$ cat src/rtl/login_session_ctrl.sv
// login_session_ctrl
//   Session and lockout controller around the ID/password authentication path.
//   Gates the front-end load strobe while locked out, counts consecutive
//   failed attempts, holds a fixed-length lockout after MAX_FAIL failures,
//   and owns the logged-in session (logout on request or idle timeout).
//
//   Optional feature macro: SESSION_TIMEOUT_EN
//     defined   - idle counter present; SESSION times out after TIMEOUT_CYCLES
//     undefined - no idle counter, timeout_flag tied low, TIMEOUT_CYCLES unused
//
// Ports
//   clk            in  system clock, rising edge
//   rst            in  synchronous active-high reset
//   UserLoad       in  load pulse from front end
//   LoggedIn       in  level from authentication (password accepted)
//   auth_fail      in  pulse: authentication rejected an entry
//   activity       in  pulse: game action seen by game control
//   logout_req     in  pulse: game control requests logout
//   UserLoad_gated out load pulse to authentication (combinational)
//   logout_to_auth out registered logout pulse into authentication
//   Locked         out registered lockout indicator
//   FailCount      out registered consecutive-failure count
//   timeout_flag   out registered pulse: logout was caused by idle timeout
module login_session_ctrl #(
    parameter int unsigned MAX_FAIL       = 3,
    parameter int unsigned LOCK_CYCLES    = 500,
    parameter int unsigned TIMEOUT_CYCLES = 1000,
    parameter int unsigned CNT_W          = 16
) (
    input  logic       clk,
    input  logic       rst,
    input  logic       UserLoad,
    input  logic       LoggedIn,
    input  logic       auth_fail,
    input  logic       activity,
    input  logic       logout_req,
    output logic       UserLoad_gated,
    output logic       logout_to_auth,
    output logic       Locked,
    output logic [2:0] FailCount,
    output logic       timeout_flag
);

    // Elaboration-time parameter sanity checks.
    if (MAX_FAIL < 1 || MAX_FAIL > 7) begin : g_bad_max_fail
        $error("MAX_FAIL must be 1..7");
    end
    if (LOCK_CYCLES < 1 || (64'(LOCK_CYCLES) >> CNT_W) != 64'd0) begin : g_bad_lock
        $error("LOCK_CYCLES must be >= 1 and fit in CNT_W bits");
    end
    if (TIMEOUT_CYCLES < 2 || (64'(TIMEOUT_CYCLES) >> CNT_W) != 64'd0) begin : g_bad_timeout
        $error("TIMEOUT_CYCLES must be >= 2 and fit in CNT_W bits");
    end

    typedef enum logic [1:0] {
        ST_OPEN,
        ST_LOCKED,
        ST_SESSION,
        ST_LOGOUT
    } state_t;

    state_t           state, state_next;
    logic [CNT_W-1:0] lock_cnt, lock_cnt_next;
    logic [1:0]       lo_cnt, lo_cnt_next;
    logic [2:0]       fail_next;
    logic             locked_next, logout_next, tflag_next;
    logic             idle_hit;

    assign UserLoad_gated = UserLoad & ~Locked;

`ifdef SESSION_TIMEOUT_EN
    logic [CNT_W-1:0] idle_cnt, idle_cnt_next;
    logic             wake;

    assign wake     = activity | UserLoad;
    // Activity in the same cycle as the timeout condition wins.
    assign idle_hit = (idle_cnt == CNT_W'(TIMEOUT_CYCLES - 1)) && !wake;

    always_comb begin
        idle_cnt_next = '0;
        if (state == ST_SESSION) begin
            if (wake)
                idle_cnt_next = '0;
            else if (idle_cnt != '1)
                idle_cnt_next = idle_cnt + CNT_W'(1);
            else
                idle_cnt_next = idle_cnt;
        end
    end

    always_ff @(posedge clk) begin
        if (rst) idle_cnt <= '0;
        else     idle_cnt <= idle_cnt_next;
    end
`else
    // Without the idle timer, activity has no consumer.
    logic unused_activity;
    assign unused_activity = activity;
    assign idle_hit        = 1'b0;
`endif

    // State and registered outputs.
    always_ff @(posedge clk) begin
        if (rst) begin
            state          <= ST_OPEN;
            lock_cnt       <= '0;
            lo_cnt         <= '0;
            FailCount      <= '0;
            Locked         <= 1'b0;
            logout_to_auth <= 1'b0;
            timeout_flag   <= 1'b0;
        end else begin
            state          <= state_next;
            lock_cnt       <= lock_cnt_next;
            lo_cnt         <= lo_cnt_next;
            FailCount      <= fail_next;
            Locked         <= locked_next;
            logout_to_auth <= logout_next;
            timeout_flag   <= tflag_next;
        end
    end

    // Next-state and counter logic.
    always_comb begin
        state_next    = state;
        lock_cnt_next = lock_cnt;
        lo_cnt_next   = '0;
        fail_next     = FailCount;
        case (state)
            ST_OPEN: begin
                if (LoggedIn) begin
                    state_next = ST_SESSION;
                    fail_next  = '0;
                end else if (auth_fail) begin
                    if (3'(FailCount + 3'd1) == 3'(MAX_FAIL)) begin
                        state_next    = ST_LOCKED;
                        fail_next     = 3'(MAX_FAIL);
                        lock_cnt_next = CNT_W'(LOCK_CYCLES - 1);
                    end else begin
                        fail_next = FailCount + 3'd1;
                    end
                end
            end
            ST_LOCKED: begin
                if (lock_cnt == '0) begin
                    state_next = ST_OPEN;
                    fail_next  = '0;
                end else begin
                    lock_cnt_next = lock_cnt - CNT_W'(1);
                end
            end
            ST_SESSION: begin
                fail_next = '0;
                if (logout_req || idle_hit)
                    state_next = ST_LOGOUT;
                else if (!LoggedIn)
                    state_next = ST_OPEN;
            end
            ST_LOGOUT: begin
                // Wraps every 4 cycles; drives the periodic re-pulse.
                lo_cnt_next = lo_cnt + 2'd1;
                fail_next   = '0;
                if (!LoggedIn)
                    state_next = ST_OPEN;
            end
            default: state_next = ST_OPEN;
        endcase
    end

    // Next values of the registered outputs.
    always_comb begin
        locked_next = (state_next == ST_LOCKED);
        logout_next = ((state != ST_LOGOUT) && (state_next == ST_LOGOUT)) ||
                      ((state == ST_LOGOUT) && (state_next == ST_LOGOUT) && (lo_cnt == 2'd3));
`ifdef SESSION_TIMEOUT_EN
        // logout_req takes precedence, so only a pure timeout raises the flag.
        tflag_next  = (state == ST_SESSION) && (state_next == ST_LOGOUT) && !logout_req;
`else
        tflag_next  = 1'b0;
`endif
    end

endmodule

$ cat config.mk
export PLATFORM = sky130hd
export DESIGN_NAME = login_session_ctrl
export DESIGN_NICKNAME = d
export VERILOG_FILES = /design/src/rtl/login_session_ctrl.sv
export SDC_FILE = /design/constraint.sdc
export NUM_CORES = 1
export LEC_CHECK = 0
export CORE_MARGIN = 2
export CORE_UTILIZATION = 45
export DETAILED_ROUTE_END_ITERATION = 7
export DONT_BUFFER_PORTS = 1
export HOLD_SLACK_MARGIN = 0.06
export SLEW_MARGIN = 20
export SYNTH_ARGS = -nofsm -noshare
export SYNTH_HDL_FRONTEND = slang
export SYNTH_SLANG_ARGS = --single-unit
$ cat constraint.sdc
create_clock -name clk -period 2.52 [get_ports clk]
set_input_delay 0.126 -clock clk [delete_from_list [all_inputs] [get_ports clk]]
set_output_delay 0.126 -clock clk [all_outputs]
set_load 0.05 [all_outputs]
# After elaboration in Yosys (flattened, before gate mapping)
# Cells that the tools add are included.
[op_classes] add_sub_neg=3 n_eq_ne=14 muxes=17 n_bitwise=3 n_reduce_logical=11
[ops] operator="16-bit 2-to-1 mux" n=4
[ops] operator="16-bit case mux with 2 select lines" n=1
[ops] operator="16-bit logical NOT" n=1
[ops] operator="16-bit by 1-bit subtractor with 16-bit output (second input constant)" n=1
[ops] operator="2-bit 2-to-1 mux" n=6
[ops] operator="3-bit 2-to-1 mux" n=4
[ops] operator="2-bit != test (second input constant)" n=6
[ops] operator="3-bit case mux with 3 select lines" n=1
[ops] operator="2-bit == test (second input constant)" n=4
[ops] operator="2-bit case mux with 4 select lines" n=1
[ops] operator="5-bit AND reduction" n=1
[ops] operator="2-bit by 1-bit == test with 1-bit output (second input constant)" n=2
[ops] operator="2-bit OR reduction" n=2
[ops] operator="3-bit by 1-bit adder with 3-bit output (second input constant)" n=1
[ops] operator="3-bit by 2-bit == test with 1-bit output (second input constant)" n=1
[ops] operator="1-bit logical AND" n=3
[ops] operator="3-bit != test (second input constant)" n=1
[ops] operator="2-bit by 1-bit adder with 2-bit output (second input constant)" n=1
[ops] operator="2-bit logical NOT" n=1
[ops] operator="1-bit NOT" n=2
[ops] operator="2-bit AND reduction" n=1
[ops] operator="2-bit nonzero test" n=1
[ops] operator="1-bit bitwise AND" n=1
[ops] operator="1-bit logical OR" n=1
[word_totals] ff_bits=25 inputBits=7 output_inout_bits=7 word_cells=54

# Longest topological paths before layout
# Gate-level depths: netlist of the first run.
[depth] depth_word=10 mapped_depth=8 mapped_depth_nobuf=6

# Worst setup path after synthesis of the first run
# No wires, ideal clock.
[synth_path] kind="register -> register" start="register FailCount[1]" end="register lock_cnt[10]" setup_ns=0.070 t_arrival_ns=1.792 t_required_ns=2.450 path_slack_ns=0.659 stages_incl_launch_ff=7 path_buffers=1 period_less_slack_ns=1.861 cell_sequence="dfxtp_1 > ha_1 > xnor2_1 > and3_1 > or2_2 > buf_2 > a21oi_1"
[synth_between] elab_chain_len=4
[synth_rtl] item="start, declared" line_no="40" source="output logic [2:0] FailCount,"
[synth_rtl] item="start signal, assigned" line_no="116" source="FailCount <= fail_next;"
[synth_rtl] item="3-bit by 1-bit adder with 3-bit output" line_no="135" source="if (3'(FailCount + 3'd1) == 3'(MAX_FAIL)) begin"
[synth_rtl] item="3-bit by 2-bit == test with 1-bit output" line_no="135"
[synth_rtl] item="2-bit != test (no source line)"
[synth_rtl] item="5-bit AND reduction (no source line)"
[synth_rtl] item="end signal, assigned" line_no="114" source="lock_cnt <= lock_cnt_next;"
[synth_rtl] item="end, declared" line_no="63" source="logic [CNT_W-1:0] lock_cnt, lock_cnt_next;"
# No other way between the ends.
# A chain may end at the register's enable or synchronous reset.

# Worst setup path in the final report of the first run
[layout_path] start="register lock_cnt[0]" end="register lock_cnt[5]"
[layout_between] elab_chain_len=3 word_cells_on_any_way=6 cone_classes="add/sub: 1; eq/ne: 1; mux: 2; reduce/logical: 2"
[layout_rtl] item="16-bit by 1-bit subtractor with 16-bit output or 16-bit logical NOT (tied branches)" line_no="149, 145"
[layout_rtl] item="16-bit 2-to-1 mux or 2-bit != test (tied branches)"
[layout_rtl] item="16-bit case mux with 2 select lines or 5-bit AND reduction (tied branches)"
# Parallel ways exist; a longest one is shown, timed or not. The select of a mux whose other input is x is not followed.

==> Implementation_results.wiki, run 1 <==
{| class="wikitable"
! Metric !! Value
|-
| Run status || complete, no violations
|-
| Aggregate routed wire length || 3.05 mm
|-
| First-pass iteration count of the detailed router || 4
|-
| Register clock-pin slew on the reported worst setup and hold paths || approximately 140 ps
|-
| Total of flip-flops plus latches after synthesis || 25
|-
| Multi-input combinational cell area || between 800 and 900 sq um
|-
| Area after detailed placement || roughly 1400 sq um
|-
| Switching power || about 0.00027 W
|-
| Max Fclk || 483 MHz
|-
| Fraction of final layout cells sized beyond drive strength 1 || 0.110
|-
| Number of max-cap violations || 0
|-
| Post-detail-place hpwl || roughly 2.3 mm
|-
| Switching share of total power || 0.341
|-
| Arrival time at the worst endpoint || 2260 ps
|-
| Number of routed nets with antenna violations || 0
|-
| Average wire per cell in the routed design || 15.6 um
|-
| Total global-route track usage || 0.195
|-
| Data required time at the worst endpoint || between 2000 and 3000 ps
|-
| CTS tree || done
|-
| Yosys warnings || 0
|-
| Filler Cell Count || 299
|-
| Final cell count without fillers || ~200
|-
| Unrepaired setup endpoints after global routing || false
|-
| Vertical extent of the die || 60.0 um
|-
| ANT cells || 0
|-
| Aggregate global routing overflow || 0
|-
| Worst setup path class || reg -> reg
|-
| Pwr dens || 537 nW/um^2
|-
| Row cnt || 20
|-
| Horizontal extent of the die || 60.0 um
|-
| Most used DFF post-synth || dfxtp_1
|-
| Sequential fraction of design power || 0.537
|-
| Source-to-sink clock delay at the later pin of the worst-skew pair || 330 ps
|-
| Synth Cell Area || 1410 sq um
|-
| CP startpoint kind || register
|-
| Post-synth EDFFs || 0
|-
| Period utilization || 0.821
|-
| Fraction of registers with async set/reset || 0
|-
| Max-slew violations || 0
|-
| Fraction of the yosys area taken by sequential cells || 0.355
|-
| Instance count after placement with tap cells included || ~190
|-
| Library cell contributing the largest single delay on the critical path || a21oi_1
|-
| Number of distinct library cell variants in the gate-level netlist after synthesis || 47
|-
| Transition time at the pin with the least slew margin || 680 ps
|-
| Post-layout nets || 175
|-
| Path class of the lowest-slack min-delay path || in -> reg
|-
| CTS Root Buffer Type || clkbuf_4
|-
| Synth-to-Final Area Change || 5.86%
|-
| Fin area || around 1500 sq um
|-
| TritonCTS Buffers || 3
|-
| Internal power summed over all cells || 0.000528 W
|-
| Remaining max-slew budget at the tightest pin || 0.545
|-
| Starting density of the core || 0.469
|-
| Cts repair resizes || 0
|-
| I/O pin count || 14
|-
| DRC violation count after routing || 0
|-
| Register area || 500 sq um
|-
| Largest net degree at the start of global routing || 20
|-
| Time the worst path needs with I/O delays and setup || ~2100 ps
|-
| First-pass GRT wire length || 5.40 mm
|-
| Number of sinks on the clock net || 25
|-
| Core area || between 3000 and 4000 sq um
|-
| Drt via density || between 6 and 7
|-
| Clock network fraction of design power || 0.230
|-
| Critical path cell sequence || inv_1, ha_1, nor4b_1, nand4_1, a21oi_1, a221oi_1
|-
| Count of H-tree levels built during CTS || 1
|-
| Most frequent cells in the layout || 25 x dfxtp_1, 13 x nand2_1, 12 x a21oi_1
|-
| Final number of hold-violating endpoints || 0
|-
| Clk buf depth || 2
|-
| Die Area || 3590 sq um
|-
| Number of buffers inserted by port buffering || 0
|-
| Delay of the slowest critical-path stage || 440 ps
|-
| Number of antenna violations at the first check in global routing || 0
|-
| Syn avg cell area || 8.75 sq um
|-
| Peak supply drop || about 0.30 mV
|-
| Endpoint type of the worst setup path || register
|-
| Cell count after synthesis || between 150 and 200
|-
| Leak pwr || 0.528 nW
|-
| Placer congestion estimate || ~0.77
|-
| Largest driver fanout on the critical path || 7
|-
| Vias in the first global route || 1,214
|-
| Count of endpoints failing setup in the final report || 0
|-
| Number of DRC markers in iteration 0 || 43
|-
| Worst setup skew after layout || roughly 6.3 ps
|-
| Via count || 1,219
|-
| Comb pwr share || 0.232
|-
| Commonest non-fill, non-tap cell in the layout || dfxtp_1
|-
| Synthesized netlist net count || between 150 and 200
|-
| Final sum of negative setup slack || 0 ps
|}
cells in the mapped netlist (2+ instances only):
master	instances	area, sq um
a211oi_1	3	22.5
a21oi_1	12	60.1
a221oi_1	2	17.5
a311oi_1	4	35.0
a31oi_1	2	12.5
a41oi_1	2	17.5
and4_1	2	17.5
buf_2	3	15.0
buf_4	2	15.0
clkbuf_1	3	11.3
dfxtp_1	25	500
ha_1	4	50.1
inv_1	6	22.5
nand2_1	13	48.8
nand2b_1	4	25.0
nand3_1	3	15.0
nand3b_1	3	22.5
nand4_1	2	12.5
nor2_1	7	26.3
nor2b_1	4	25.0
nor3_1	5	25.0
nor4_1	4	25.0
o21ai_0	4	20.0
o31ai_1	8	60.1
or2_2	2	12.5
or3_1	2	12.5
or4_1	8	60.1
xnor2_1	3	26.3
registers in the layout (all words and copies together) (netlist names):
signal,cells
lock_cnt,16
FailCount,3
lo_cnt,2
state,2
Locked,1
logout_to_auth,1
critical path, delay by kind of cell (launching register included):
family | cells | cell delay, ps
simple gates | 2 | 650
compound gates | 2 | 600
flops | 1 | 350
fa+ha+maj | 1 | 230
buf+inv | 1 | 110
worst paths after layout:
check,from,end,slack [ps],cells past startpoint
worst max-delay path,lock_cnt[0],lock_cnt[5],450,6
worst min-delay path,rst,lock_cnt[9],80,2
worst max register to register,lock_cnt[0],lock_cnt[5],450,6
worst min register to register,lo_cnt[0],lo_cnt[0],460,1
power by group through the flow:
stage | Combinational [W] | Clock [W] | Sequential (W)
2_1_floorplan | 0.000156 | 0 | 0.000439
3_3_place_gp | 0.000171 | 0 | 0.000438
3_5_place_dp | 0.000176 | 0 | 0.000439
4_1_cts | 0.000186 | 0.000188 | 0.000430
5_1_grt | 0.000206 | 0.000211 | 0.000434
6_report | 0.000186 | 0.000184 | 0.000430
kinds of logic (layout without fill, tap and decap cells):
logic type,count (synthesis),count (layout),share of synthesized area
muxes,1,1,0.00711
AOI/OAI and AO/OA,43,43,0.215
adders and majority gates,4,4,0.0355
buffers and inverters,15,17,0.0488
and+or+nand+nor,69,69,0.317
xor gates and xnor gates,3,3,0.0187
other,1,1,0.00266
DFF,25,25,0.355
metal layers:
layer,wire [um],global-route usage,vias up
met5,0,0,-
met4,35,0.0571,0
met3,76,0.0260,4
met2,1560,0.352,15
met1,1380,0.237,582
li1,-,-,618
timing repair:
action                    4_1_cts  5_1_grt
setup buffers                   0        0
hold buffers                    3        0
hold endpoints to repair       17        0
per-stage QoR:
stage	util	hold slack (ps)	power (W)	setup WS, ps
floorplan	-	322	0.000594	659
global placement	0.478	194	0.000609	518
detailed placement	0.478	194	0.000615	480
CTS	0.497	71.1	0.000804	429
global route	0.497	64.6	0.000850	134
finish	0.497	81.0	0.000801	450
final cells by class:
type / instances / area share
clock inverters: 1 / 0.00336
multi-input cells: 121 / 0.563
inverters: 6 / 0.0151
flip-flops and latches: 25 / 0.336
clock buffers: 3 / 0.0151
well taps: 33 / 0.0277
repair buffers: 7 / 0.0403
Note: power is estimated with default switching activity, not from simulation.
==> run 2: changes to the inputs <==
--- a/config.mk
+++ b/config.mk
@@ -5,6 +5,7 @@
 export SDC_FILE = /design/constraint.sdc
 export NUM_CORES = 1
 export LEC_CHECK = 0
+export ABC_AREA = 1
 export CORE_MARGIN = 2
 export CORE_UTILIZATION = 45
 export DETAILED_ROUTE_END_ITERATION = 7
==> constraint.sdc (replaced) <==
create_clock -name clk -period 2.15 [get_ports clk]
set_input_delay 0.1075 -clock clk [delete_from_list [all_inputs] [get_ports clk]]
set_output_delay 0.1075 -clock clk [all_outputs]
set_load 0.05 [all_outputs]
==> run 2 against run 1 <==
Against the previous run:
- final cell count up 47%
- combinational power increased by 58%
- fmax up 18%
- synthesized cell count rose by 46%
- register-to-register slack got worse by 60 ps
- non-clock buffer count increased by 2
- sequential power up 16%
- hold slack worse by 16 ps
- design area increased by 9.8%
- routed wire length shrank 0.98%
- total power rose by 26%
- area after synthesis rose by 6.8%
- critical path type unchanged
==> Implementation_results.wiki, run 2 <==
{| class="wikitable"
! Metric !! Value
|-
| Run status || complete, no violations (unchanged)
|-
| Worst slack at placement || 422 ps (was 480 ps)
|-
| Aggregate global routing overflow || 0 (unchanged)
|-
| Remaining max-slew budget at the tightest pin || 0.363 (was 0.545)
|-
| Placer congestion estimate || 0.785 (was 0.774)
|-
| Number of buffers inserted by port buffering || 0 (unchanged)
|-
| Post-synthesis compound-gate area fraction || 0.125 (was 0.215)
|-
| Cell count after synthesis || 235 (was 161)
|-
| Fraction of the yosys area taken by sequential cells || 0.333 (was 0.355)
|-
| Endpoint type of the worst setup path || register (unchanged)
|-
| Data required time at the worst endpoint || 2400 ps (was 2710 ps)
|-
| Cts repair resizes || 0 (unchanged)
|-
| Worst setup path class || reg -> reg (unchanged)
|-
| Drt via density || 4.70 (was 6.22)
|-
| Peak supply drop || 0.355 mV (was 0.297 mV)
|-
| Starting density of the core || 0.481 (was 0.469)
|-
| I/O pin count || 14 (unchanged)
|-
| Vias in the first global route || 1,225 (was 1,214)
|-
| Count of H-tree levels built during CTS || 1 (unchanged)
|-
| Number of distinct library cell variants in the gate-level netlist after synthesis || 26 (was 47)
|-
| Post-detail-place hpwl || 2.20 mm (was 2.25 mm)
|-
| Yosys warnings || 0 (unchanged)
|-
| Vertical extent of the die || 61.8 um (was 60.0 um)
|-
| Fraction of registers with async set/reset || 0 (unchanged)
|-
| Synth Cell Area || 1510 sq um (was 1410 sq um)
|-
| Syn avg cell area || 6.41 sq um (was 8.75 sq um)
|-
| Die Area || 3820 sq um (was 3590 sq um)
|-
| Max-slew violations || 0 (unchanged)
|-
| Delay of the slowest critical-path stage || 400 ps (was 440 ps)
|-
| Commonest non-fill, non-tap cell in the layout || nand2_1 (was dfxtp_1)
|-
| Arrival time at the worst endpoint || 2010 ps (was 2260 ps)
|-
| ANT cells || 0 (unchanged)
|-
| Row cnt || 20 (unchanged)
|-
| Unrepaired setup endpoints after global routing || false (unchanged)
|-
| Area leader, netlist || dfxtp_1 (unchanged)
|-
| Max FFs per register || 16 (unchanged)
|-
| CTS Root Buffer Type || clkbuf_4 (unchanged)
|-
| TritonCTS Buffers || 3 (unchanged)
|-
| Via count || 1,353 (was 1,219)
|-
| Largest driver fanout on the critical path || 7 (unchanged)
|-
| Register clock-pin slew on the reported worst setup and hold paths || 140 ps (about the same)
|-
| Post-synthesis share of cell area spent on full adders, half adders and majority gates || 0.0333 (was 0.0355)
|-
| Filler Cell Count || 344 (was 299)
|-
| Time the worst path needs with I/O delays and setup || 1760 ps (was 2070 ps)
|-
| CP bufs+invs || 0 (was 1)
|-
| Period utilization || 0.818 (was 0.821)
|-
| Fraction of final layout cells sized beyond drive strength 1 || 0.119 (was 0.110)
|-
| Core area || 3130 sq um (was 3000 sq um)
|-
| Final number of hold-violating endpoints || 0 (unchanged)
|-
| Worst setup skew after layout || 6.12 ps (was 6.32 ps)
|-
| Max Fclk || 568 MHz (was 483 MHz)
|-
| Average wire per cell in the routed design || 10.5 um (was 15.6 um)
|-
| Post-layout nets || 256 (was 175)
|-
| Most used DFF post-synth || dfxtp_1 (unchanged)
|-
| CP startpoint kind || register (unchanged)
|-
| Most frequent cells in the layout || 65 x nand2_1, 39 x nor2_1, 25 x dfxtp_1 (was 25 x dfxtp_1, 13 x nand2_1, 12 x a21oi_1)
|-
| Post-synthesis share of cell area spent on and, or, nand and nor gates || 0.405 (was 0.317)
|-
| First-pass iteration count of the detailed router || 4 (unchanged)
|-
| Number of sinks on the clock net || 25 (unchanged)
|-
| Fraction of synthesized cell area in xor and xnor cells || 0.0175 (was 0.0187)
|-
| Total global-route track usage || 0.186 (was 0.195)
|-
| Number of routed nets with antenna violations || 0 (unchanged)
|-
| DRC violation count after routing || 0 (unchanged)
|-
| Synthesized netlist net count || 246 (was 172)
|-
| Horizontal extent of the die || 61.8 um (was 60.0 um)
|-
| Source-to-sink clock delay at the later pin of the worst-skew pair || 320 ps (was 330 ps)
|-
| Number of max-cap violations || 0 (unchanged)
|-
| Pwr dens || 618 nW/um^2 (was 537 nW/um^2)
|-
| Clk buf depth || 2 (unchanged)
|-
| Number of DRC markers in iteration 0 || 38 (was 43)
|-
| Count of endpoints failing setup in the final report || 0 (unchanged)
|-
| Transition time at the pin with the least slew margin || 952 ps (was 680 ps)
|-
| Post-synth EDFFs || 0 (unchanged)
|-
| Final setup slack of the worst path || 391 ps (was 450 ps)
|-
| Critical path cell sequence || ha_1, xnor2_1, nand4_1, a21oi_2, nand2_1, a21oi_1 (was inv_1, ha_1, nor4b_1, nand4_1, a21oi_1, a221oi_1)
|-
| Aggregate routed wire length || 3.02 mm (was 3.05 mm)
|-
| Largest registers || lock_cnt x16, FailCount x3 (unchanged)
|-
| Total of flip-flops plus latches after synthesis || 25 (unchanged)
|-
| Reg with most FFs || lock_cnt (unchanged)
|-
| Path class of the lowest-slack min-delay path || in -> reg (unchanged)
|-
| First-pass GRT wire length || 5.34 mm (was 5.40 mm)
|-
| Number of antenna violations at the first check in global routing || 0 (unchanged)
|-
| Top delay family on crit path || compound AO/OA/AOI/OAI gates (was simple AND/OR/NAND/NOR gates)
|-
| Largest net degree at the start of global routing || 22 (was 20)
|-
| Final sum of negative setup slack || 0 ps (unchanged)
|-
| Synth-to-Final Area Change || 8.81% (was 5.86%)
|-
| Largest family of logic cells by synthesized area || simple AND/OR/NAND/NOR gates (unchanged)
|-
| Top cell types by occurrence after synthesis || 65 x nand2_1, 39 x nor2_1, 25 x dfxtp_1 (was 25 x dfxtp_1, 13 x nand2_1, 12 x a21oi_1)
|-
| Library cell contributing the largest single delay on the critical path || a21oi_2 (was a21oi_1)
|-
| Leading cell type by number of instances after synthesis || nand2_1 (was dfxtp_1)
|-
| Area share of the largest cell type after synthesis || 0.333 (was 0.355)
|-
| Post-synthesis mux area share || 0 (was 0.00710)
|-
| CTS tree || done (unchanged)
|-
| Leak pwr || 0.772 nW (was 0.528 nW)
|-
| Biggest area contributors in the synthesized netlist || dfxtp_1 33%, nand2_1 16%, nor2_1 9.7% (was dfxtp_1 36%, a21oi_1 4.3%, o31ai_1 4.3%)
|}
## run 2: logic make-up after synthesis
family          Yosys count
compound gates           31
fa+ha+maj                 4
buf+inv                  31
xor+xnor                  3
flops                    25
other cells               1
simple gates            140
## run 2: layout make-up
cell class / count / area [sq um] / share of cell area
inverters: 27 / 101 / 0.0619
clock buffers: 4 / 26.3 / 0.0160
multi-input cells: 179 / 877 / 0.536
repair buffers: 9 / 77.6 / 0.0474
flip-flops and latches: 25 / 500 / 0.306
well taps: 44 / 55.1 / 0.0336
## run 2: path summary, 6_finish.rpt
| check | from | endpoint | slack [ps] | depth (start not counted) |
|---|---|---|---|---|
| setup / recovery | FailCount[0] | lock_cnt[12] | 390 | 6 |
| setup reg to reg | FailCount[0] | lock_cnt[12] | 390 | 6 |
| hold reg to reg | lo_cnt[0] | lo_cnt[0] | 440 | 1 |
| hold / removal | auth_fail | FailCount[1] | 60 | 3 |
## run 2: repair_timing
action	4_1_cts	5_1_grt
endpoints found under the hold margin	25	0
buffers inserted	0	0
hold buffers	4	0
endpoints found under the setup margin	0	0
## run 2: per-layer routing
layer,up-vias,track usage,share of wire
met4,0,0.0638,0.015
li1,756,-,-
met3,4,0.0248,0.020
met2,12,0.319,0.44
met5,-,0,0
met1,581,0.241,0.53
## run 2: power by group
part | leakage, nW | switching (W) | internal, W
Sequential | 0.203 | 0.0000196 | 0.000480
Clock | 0.0150 | 0.000145 | 0.0000726
Combinational | 0.555 | 0.000196 | 0.0000973
Total | 0.772 | 0.000361 | 0.000650
## run 2: stage by stage
stage          power (W)  instances  utilization  area, sq um  hold slack, ps
2_1_floorplan   0.000750        235            -         1510             288
3_3_place_gp    0.000789        280        0.502         1570             173
3_5_place_dp    0.000793        280        0.502         1570             174
4_1_cts          0.00103        288        0.524         1640            60.7
5_1_grt          0.00109        288        0.524         1640            67.6
6_report         0.00101        288        0.524         1640            64.7
## run 2: tightest hold or removal path, cell delays in order
cell and delay, ps:
or2_2 100, a21oi_1 70, nor2_1 90
==> run 3: changes to the inputs <==
==> constraint.sdc (replaced) <==
create_clock -name clk -period 1.5 [get_ports clk]
set_input_delay 0.075 -clock clk [delete_from_list [all_inputs] [get_ports clk]]
set_output_delay 0.075 -clock clk [all_outputs]
set_load 0.05 [all_outputs]
==> run 3 against run 2 <==
Against the previous run:
- the flow now finishes with violations (hold timing)
- first-iteration DRC count up 50%
- sequential power up 43%
- routed wire length up 21%
- design area up 23%
- combinational power up 87%
- utilization up 12 points
- final cell count up 9.4%
- non-clock buffer count up 26
- clock power up 44%
- flip-flop and latch count unchanged
==> Implementation_results.wiki, run 3 (synthesized netlist as in run 2, its figures left out) <==
{| class="wikitable"
! Metric !! Value
|-
| Run status || finished, violations left (was complete, no violations)
|-
| Failing checks || hold timing
|-
| Number of max-cap violations || 0 (unchanged)
|-
| Starting density of the core || 0.481 (unchanged)
|-
| Final sum of negative setup slack || 0 ps (unchanged)
|-
| DRC violation count after routing || 0 (unchanged)
|-
| Comb pwr share || 0.347 (was 0.290)
|-
| Die Area || 3820 sq um (unchanged)
|-
| CTS tree || done (unchanged)
|-
| Leak pwr || 0.923 nW (was 0.772 nW)
|-
| Period utilization || 0.995 (was 0.818)
|-
| Post-layout nets || 283 (was 256)
|-
| Core area || 3130 sq um (unchanged)
|-
| Time the worst path needs with I/O delays and setup || 1490 ps (was 1760 ps)
|-
| Register-to-register setup slack || 8 ps (was 390 ps)
|-
| Most frequent cells in the layout || 62 x nand2_1, 33 x nor2_1, 25 x buf_4 (was 65 x nand2_1, 39 x nor2_1, 25 x dfxtp_1)
|-
| Pwr dens || 782 nW/um^2 (was 618 nW/um^2)
|-
| Average wire per cell in the routed design || 11.7 um (was 10.5 um)
|-
| Reg with most FFs || lock_cnt (unchanged)
|-
| ANT cells || 0 (unchanged)
|-
| CP startpoint kind || register (unchanged)
|-
| Post-detail-place hpwl || 2.41 mm (was 2.20 mm)
|-
| Vias in the first global route || 1,389 (was 1,225)
|-
| TritonCTS Buffers || 3 (unchanged)
|-
| Post-layout utilization of the core || 0.646 (was 0.524)
|-
| Max-slew violations || 0 (unchanged)
|-
| Placer congestion estimate || 0.844 (was 0.785)
|-
| Arrival time at the worst endpoint || 1760 ps (was 2010 ps)
|-
| Via count || 1,566 (was 1,353)
|-
| Max Fclk || 670 MHz (was 568 MHz)
|-
| Source-to-sink clock delay at the later pin of the worst-skew pair || 320 ps (about the same)
|-
| Library cell contributing the largest single delay on the critical path || dfxtp_1 (was a21oi_2)
|-
| Path class of the lowest-slack min-delay path || in -> reg (unchanged)
|-
| Row cnt || 20 (unchanged)
|-
| Number of buffers inserted by port buffering || 0 (unchanged)
|-
| Register clock-pin slew on the reported worst setup and hold paths || 150 ps (was 140 ps)
|-
| Internal power summed over all cells || 0.00101 W (was 0.000650 W)
|-
| Unrepaired setup endpoints after global routing || true (was false)
|-
| Synth-to-Final Area Change || 34.2% (was 8.81%)
|-
| Fin area || 2020 sq um (was 1640 sq um)
|-
| Largest driver fanout on the critical path || 9 (was 7)
|-
| First-pass iteration count of the detailed router || 4 (unchanged)
|-
| Switching share of total power || 0.362 (was 0.357)
|-
| Switching power || 0.000573 W (was 0.000361 W)
|-
| Critical path cell sequence || nor2_1, nand2_4, nor2_4, nand2_2, nand2_4, nand2_8, nand2_8, nand2_1, a21oi_2 (was ha_1, xnor2_1, nand4_1, a21oi_2, nand2_1, a21oi_1)
|-
| Commonest non-fill, non-tap cell in the layout || nand2_1 (unchanged)
|-
| First-pass GRT wire length || 5.88 mm (was 5.34 mm)
|-
| Horizontal extent of the die || 61.8 um (unchanged)
|-
| Area after detailed placement || 1740 sq um (was 1570 sq um)
|-
| CTS Root Buffer Type || clkbuf_4 (unchanged)
|-
| Largest net degree at the start of global routing || 22 (unchanged)
|-
| I/O pin count || 14 (unchanged)
|-
| Worst hold slack across all endpoints || -217 ps (was 64.7 ps)
|-
| Worst setup path endpoint || lock_cnt[3] (was lock_cnt[12])
|-
| Delay of the slowest critical-path stage || 400 ps (about the same)
|-
| Count of endpoints failing setup in the final report || 0 (unchanged)
|-
| CTS Hold Buffers Added || 7 (was 4)
|-
| Multi-input combinational cell area || 1020 sq um (was 877 sq um)
|-
| Data required time at the worst endpoint || 1770 ps (was 2400 ps)
|-
| Reg2reg start || lock_cnt[3] (was FailCount[0])
|-
| Max FFs per register || 16 (unchanged)
|-
| Register area || 519 sq um (was 500 sq um)
|-
| End of the worst register-to-register path || lock_cnt[3] (was lock_cnt[12])
|-
| Aggregate global routing overflow || 0 (unchanged)
|-
| Sequential fraction of design power || 0.454 (was 0.494)
|-
| Worst setup path class || reg -> reg (unchanged)
|-
| Total power consumption of the routed design || 0.00158 W (was 0.00101 W)
|-
| Count of H-tree levels built during CTS || 1 (unchanged)
|-
| Worst setup skew after layout || 9.93 ps (was 6.12 ps)
|-
| Number of DRC markers in iteration 0 || 57 (was 38)
|-
| Critical path origin || lock_cnt[3] (was FailCount[0])
|-
| Filler Cell Count || 268 (was 344)
|-
| Number of antenna violations at the first check in global routing || 0 (unchanged)
|-
| Endpoint type of the worst setup path || register (unchanged)
|-
| Total global-route track usage || 0.205 (was 0.186)
|-
| Aggregate routed wire length || 3.67 mm (was 3.02 mm)
|-
| Largest registers || lock_cnt x16, FailCount x3 (unchanged)
|-
| Count of cells along the worst hold path || 1 (was 3)
|-
| Final number of hold-violating endpoints || 16 (was 0)
|-
| Drt via density || 4.97 (was 4.70)
|-
| Clock network fraction of design power || 0.199 (was 0.215)
|-
| Number of sinks on the clock net || 25 (unchanged)
|-
| Vertical extent of the die || 61.8 um (unchanged)
|-
| Final setup slack of the worst path || 7.73 ps (was 391 ps)
|-
| Clk buf depth || 2 (unchanged)
|-
| Fraction of final layout cells sized beyond drive strength 1 || 0.306 (was 0.119)
|-
| Worst slack at placement || -23.6 ps (was 422 ps)
|-
| R2R depth || 9 (was 6)
|-
| Number of routed nets with antenna violations || 0 (unchanged)
|-
| Peak supply drop || 0.360 mV (was 0.355 mV)
|}
[run 3: cell types whose count changed in the layout (fill, tap and decap cells not counted), moves of 4 or more]
cell     change
dfxtp_1      -9
dfxtp_2      +6
nor2_2       +4
nor2_1       -6
nand3_1      -7
nand3_2      +7
buf_4       +20
[run 3: critical path, delay by kind of cell (launching register included)]
family | cells | cell delay, ps
flops | 1 | 400
compound gates | 1 | 140
simple gates | 8 | 890
[run 3: per-layer routing]
| metal | global-route usage | vias to the layer above | routed length [um] |
|---|---|---|---|
| met2 | 0.370 | 29 | 1880 |
| met3 | 0.0248 | 6 | 95 |
| met4 | 0.0638 | 0 | 34 |
| li1 | - | 812 | - |
| met5 | 0 | - | 0 |
| met1 | 0.254 | 719 | 1660 |
[run 3: worst min path at each step]
stage          start            to
2_1_floorplan    rst   lock_cnt[1]
3_3_place_gp     rst  FailCount[2]
3_5_place_dp     rst   lock_cnt[4]
4_1_cts          rst   lock_cnt[8]
5_1_grt          rst  lock_cnt[11]
6_report         rst  lock_cnt[11]
[run 3: what timing repair did]
action | in CTS | in global routing
gates resized for setup | 10 | 30
cloned | 0 | 1
setup buffers | 4 | 1
pin swaps | 12 | 2
endpoints found under the setup margin | 14 | 22
hold endpoints to repair | 25 | 16
[run 3: power by group through the flow]
stage          Combinational, W  Sequential, W  Clock, W
6_report               0.000548       0.000717  0.000314
5_1_grt                0.000613       0.000721  0.000361
4_1_cts                0.000496       0.000714  0.000327
3_5_place_dp           0.000458       0.000730         0
3_3_place_gp           0.000447       0.000729         0
2_1_floorplan          0.000329       0.000752         0
[run 3: through the flow]
stage,hold WS [ps],cells
after detailed placement,143,298
after CTS,-223,313
after global placement,142,298
final,-217,315
after global routing,-256,315
after floorplan,256,235
[run 3: cell type report]
class	instances	share of cell area
Multi-Input combinational cell	180	0.507
Clock buffer	4	0.0130
Tap cell	44	0.0272
Sequential cell	25	0.257
Inverter	27	0.0502
Timing Repair Buffer	35	0.146
